$ cat src/rtl/instr_fetch_unit.sv
// Instruction fetch stage: drives the instruction-memory read port from the
// PC, keeps a one-word skid buffer for words returned under a downstream stall,
// and produces the IF/ID pipeline register.
//
// state   | meaning
// --------+---------------------------------------------------------------
// FETCH   | request outstanding at pc; an ack delivers or skids the word
// HOLD    | word parked in skid buffer, no request; waits for stall release
// DISCARD | branch came mid-request; finish old request, drop its data,
//         | then redirect to the saved target
module instr_fetch_unit #(
    parameter logic [31:0] RESET_PC = 32'h0000_0000
) (
    input  logic        clk,
    input  logic        rst,
    output logic        imem_req,
    output logic [31:0] imem_addr,
    input  logic        imem_ack,
    input  logic [31:0] imem_rdata,
    input  logic        stall,
    input  logic        branch_taken,
    input  logic [31:0] branch_target,
    output logic        if_id_valid,
    output logic [31:0] if_id_instr,
    output logic [31:0] if_id_pc4,
    output logic [5:0]  instr_op
);

    typedef enum logic [1:0] {
        FETCH   = 2'd0,
        HOLD    = 2'd1,
        DISCARD = 2'd2
    } state_t;

    state_t      state_q;
    logic [31:0] pc_q;
    logic [31:0] skid_q;
    logic [31:0] tgt_q;
    logic        valid_q;
    logic [31:0] instr_q;
    logic [31:0] pc4_q;

    logic [31:0] pc_plus4;

    // Unsigned add; wraps from 32'hFFFF_FFFC to zero.
    assign pc_plus4 = pc_q + 32'd4;

    // Request is a pure function of state; gated by rst so no request is seen
    // in any reset cycle, even the first one before the state is cleared.
    assign imem_req    = (state_q != HOLD) && !rst;
    assign imem_addr   = pc_q;
    assign if_id_valid = valid_q;
    assign if_id_instr = instr_q;
    assign if_id_pc4   = pc4_q;
    // Bubbles always carry instr=0, so the opcode of an invalid slot is 0 (NOP).
    assign instr_op    = instr_q[31:26];

    // Fetch FSM, PC, skid buffer, saved branch target and IF/ID register.
    always_ff @(posedge clk) begin
        if (rst) begin
            state_q <= FETCH;
            pc_q    <= RESET_PC;
            skid_q  <= 32'h0;
            tgt_q   <= 32'h0;
            valid_q <= 1'b0;
            instr_q <= 32'h0;
            pc4_q   <= 32'h0;
        end else begin
            // IF/ID default: flush beats stall, stall holds, otherwise bubble.
            // Delivered instructions override the bubble below.
            if (branch_taken) begin
                valid_q <= 1'b0;
                instr_q <= 32'h0;
                pc4_q   <= 32'h0;
            end else if (!stall) begin
                valid_q <= 1'b0;
                instr_q <= 32'h0;
                pc4_q   <= 32'h0;
            end

            unique case (state_q)
                FETCH: begin
                    if (branch_taken) begin
                        if (imem_ack) begin
                            pc_q <= branch_target;
                        end else begin
                            // Request cannot be withdrawn; remember where to go.
                            tgt_q   <= branch_target;
                            state_q <= DISCARD;
                        end
                    end else if (imem_ack) begin
                        pc_q <= pc_plus4;
                        if (stall) begin
                            skid_q  <= imem_rdata;
                            state_q <= HOLD;
                        end else begin
                            valid_q <= 1'b1;
                            instr_q <= imem_rdata;
                            pc4_q   <= pc_plus4;
                        end
                    end
                end

                HOLD: begin
                    if (branch_taken) begin
                        pc_q    <= branch_target;
                        state_q <= FETCH;
                    end else if (!stall) begin
                        // pc already advanced past the skidded word.
                        valid_q <= 1'b1;
                        instr_q <= skid_q;
                        pc4_q   <= pc_q;
                        state_q <= FETCH;
                    end
                end

                DISCARD: begin
                    if (branch_taken) begin
                        tgt_q <= branch_target;
                    end
                    if (imem_ack) begin
                        // A branch arriving with the ack is the newest target.
                        pc_q    <= branch_taken ? branch_target : tgt_q;
                        state_q <= FETCH;
                    end
                end

                default: begin
                    state_q <= FETCH;
                end
            endcase
        end
    end

endmodule

$ cat config.mk
export PLATFORM = sky130hd
export DESIGN_NAME = instr_fetch_unit
export DESIGN_NICKNAME = d
export VERILOG_FILES = /design/src/rtl/instr_fetch_unit.sv
export SDC_FILE = /design/constraint.sdc
export NUM_CORES = 1
export LEC_CHECK = 0
export BUFFER_PORTS_ARGS = -buffer_cell sky130_fd_sc_hd__buf_2
export CELL_PAD_IN_SITES_DETAIL_PLACEMENT = 0
export CELL_PAD_IN_SITES_GLOBAL_PLACEMENT = 1
export CORE_ASPECT_RATIO = 0.5
export CORE_MARGIN = 5
export CORE_UTILIZATION = 43
export CTS_CLUSTER_SIZE = 24
export DETAILED_ROUTE_END_ITERATION = 7
export PLACE_DENSITY_LB_ADDON = 0.1
export SLEW_MARGIN = 20
export SYNTH_ARGS = -nofsm -noshare
export SYNTH_HDL_FRONTEND = slang
export SYNTH_SLANG_ARGS = --single-unit
$ cat constraint.sdc
create_clock -name clk -period 3.2 [get_ports clk]
set_clock_uncertainty 0.05 [all_clocks]
set_input_delay 0.48 -clock clk [delete_from_list [all_inputs] [get_ports clk]]
set_output_delay 0.48 -clock clk [all_outputs]
set_load 0.005 [all_outputs]
==> results.sh <==
export IMPL_cts_made_buffers=17
export IMPL_synth_cells=1007
export IMPL_drt_total_wl_mm=27.30
export IMPL_stdcell_area_sq_um=9568
export IMPL_ys_warn_count=0
export IMPL_die_w_um=202.6
export IMPL_syn_area_sq_um=7973
export IMPL_final_antenna_net_count=0
export IMPL_cts_tree="done"
export IMPL_netlist_area_leader_share=0.4093
export IMPL_grt_pass1_wl_mm=43.45
export IMPL_hold_buffers=0
export IMPL_grt_overflow_total=0
export IMPL_clkTransAtPathRegs_ps=70
export IMPL_p_per_area_nw_per_um2=593.8
export IMPL_syn_to_final_growth_pct=20.01
export IMPL_path_max_fanout=17
export IMPL_rr_worst_depth=7
export IMPL_syn_mean_instance_area_sq_um=7.917
export IMPL_grt_pass1_vias=7837
export IMPL_drc_errors=0
export IMPL_period_share=0.8450
export IMPL_vias_per_cell=5.893
export IMPL_core_sq_um=18310
export IMPL_slew_headroom=0.4241
export IMPL_seq_area_frac_synth=0.4093
export IMPL_wl_per_cell_um=19.82
export IMPL_die_y_um=106.3
export IMPL_synth_area_leaders="dfxtp_1 (41%), nand2_1 (8.6%), a21oi_1 (7.7%)"
export IMPL_fin_ws_ps=495.9
export IMPL_synth_nets=1081
export IMPL_rsz0062_at_grt="no"
export IMPL_hold_class="in -> reg"
export IMPL_synth_most_common_cell="nand2_1"
export IMPL_num_fill_cells=1781
export IMPL_io_pin_count=173
export IMPL_hpwl_mm=18.98
export IMPL_setup_tns_ps=0
export IMPL_critPathLaunchType="flop"
export IMPL_diodes=0
export IMPL_synthTopCellsByCount="nand2_1 (183), dfxtp_1 (163), a21oi_1 (123), nor2_1 (90), clkbuf_1 (75)"
export IMPL_post_cts_setup_buffer_count=0
export IMPL_endpoint_kind="flop"
export IMPL_min_period_ps=2704
export IMPL_htree_levels=4
export IMPL_dr_pass1_iters=6
export IMPL_initial_core_util=0.4355
export IMPL_synthFlopType="dfxtp_1"
export IMPL_hold_depth=3
export IMPL_cp_arrival_ps=2960
export IMPL_drive_above_1_share=0.2278
export IMPL_track_usage=0.2514
export IMPL_outcome="finished, final reports clean"
export IMPL_busiest_layer="met2"
export IMPL_slew_viol_final=0
export IMPL_ir_drop_mv=0.4651
export IMPL_async_flop_share=0
export IMPL_cp_required_ps=3450
export IMPL_place_area_sq_um=8955
export IMPL_grtUsageMet2=0.3828
export IMPL_timing_worst_setup_path_type="reg -> reg"
export IMPL_post_place_ws_ps=532.4
export IMPL_fmax_mhz=369.8
export IMPL_ys_seq_elements=163
export IMPL_drt_iter0_drc=773
export IMPL_nets=1199
export IMPL_port_buffers=172
export IMPL_yosysUniqueCellTypes=64
export IMPL_max_cap_viol_count=0
export IMPL_hold_viol=0
export IMPL_leakagePower_nw=3.742
export IMPL_final_util=0.5227
export IMPL_grtUsageMet3=0.05608
export IMPL_die_area_sq_um=21530
export IMPL_cts_root_buf="clkbuf_16"
export IMPL_cts_resized=0
export IMPL_vias=8114
export IMPL_finalSetupViolCount=0
export IMPL_clk_latency_ps=430
export IMPL_antenna_found_initial=0
export IMPL_cts_sinks=163
export IMPL_cts_buffer_depth=2
export IMPL_synth_edf_count=0
export IMPL_grt_util_met1=0.3550
export IMPL_place_gp_congestion=0.9073
export IMPL_std_cell_rows=35
export IMPL_grt_max_degree=55
export IMPL_synth_top_area_cell="dfxtp_1"
export IMPL_worst_pin_slew_ps=855.9
## metal layers
layer	wire length, um	share of wire
met4	639	0.023
met5	0	0
met2	11880	0.44
met1	12500	0.46
met3	2285	0.084
## sequential cells by signal, indices dropped and copies added, names as in the netlist
name and flops:
if_id_valid 1, tgt_q 32, if_id_pc4 32, state_q 2
skid_q 32, if_id_instr 32, imem_addr 32
## power breakdown
group          switching [mW]  internal (mW)
registers               0.197           2.18
logic                   0.693          0.442
clock network           0.912           1.26
total                    1.80           3.88
## cells in the final DEF (no fill, tap or decap), types with 7 or more instances in the layout
cell type  count
a21oi_1      122
a222oi_1      35
mux2i_1       13
buf_2        171
nand2b_1       7
inv_1         14
nand2_1      183
nor3_1        16
nor2_1        89
mux2_2        10
nand4_1       13
a22oi_1       17
xnor2_1       16
a22o_1         8
o21ai_0       28
a221oi_1      13
buf_4         26
dfxtp_1      163
clkbuf_16     17
nor4_1        11
o22ai_1       16
nand3_1       15
a211oi_1       8
## final timing paths
check	from	endpoint	slack, ps
worst min-delay path	imem_rdata[6]	skid_q[6]$_SDFFE_PP0P_	240
worst min register to register	tgt_q[25]$_SDFFE_PP0P_	tgt_q[25]$_SDFFE_PP0P_	410
worst max register to register	state_q[0]$_SDFFE_PP0P_	imem_addr[26]$_SDFFE_PP0P_	500
worst max-delay path	state_q[0]$_SDFFE_PP0P_	imem_addr[26]$_SDFFE_PP0P_	500
## layout make-up
type	instances	area, sq um	area share
Clock buffer	18	439.2	0.04590
Clock inverter	13	173.9	0.01818
Inverter	16	60.06	0.006277
Multi-Input combinational cell	729	4260	0.4453
Sequential cell	163	3263	0.3410
Tap cell	240	300.3	0.03138
Timing Repair Buffer	198	1071	0.1119
## kinds of logic (layout without fill, tap and decap cells)
| group | after synthesis | count (layout) | share of synthesized area |
|---|---|---|---|
| simple gates | 377 | 377 | 0.2123 |
| compound gates | 303 | 303 | 0.2574 |
| flops | 163 | 163 | 0.4093 |
| buf+inv | 115 | 245 | 0.05964 |
| mux | 23 | 23 | 0.03045 |
| xor+xnor | 21 | 21 | 0.02307 |
| fa+ha+maj | 5 | 5 | 0.007847 |
## metrics by stage
| stage | hold WS (ps) | total power, mW | cells |
|---|---|---|---|
| 2_1_floorplan | 383.8 | 3.087 | 1007 |
| 3_3_place_gp | 387.5 | 3.533 | 1346 |
| 3_5_place_dp | 393.4 | 3.549 | 1346 |
| 4_1_cts | 229.2 | 5.718 | 1377 |
| 5_1_grt | 236.8 | 5.942 | 1377 |
| 6_report | 241.7 | 5.682 | 1377 |
## worst max-delay path: stages, from the launching register on
cell	delay, ps
dfxtp_1	420
inv_1	110
ha_1	380
o21bai_1	360
and3_1	720
nand3_1	140
o311ai_0	330
nor3_1	80
Power figures use the tool's default switching activity.
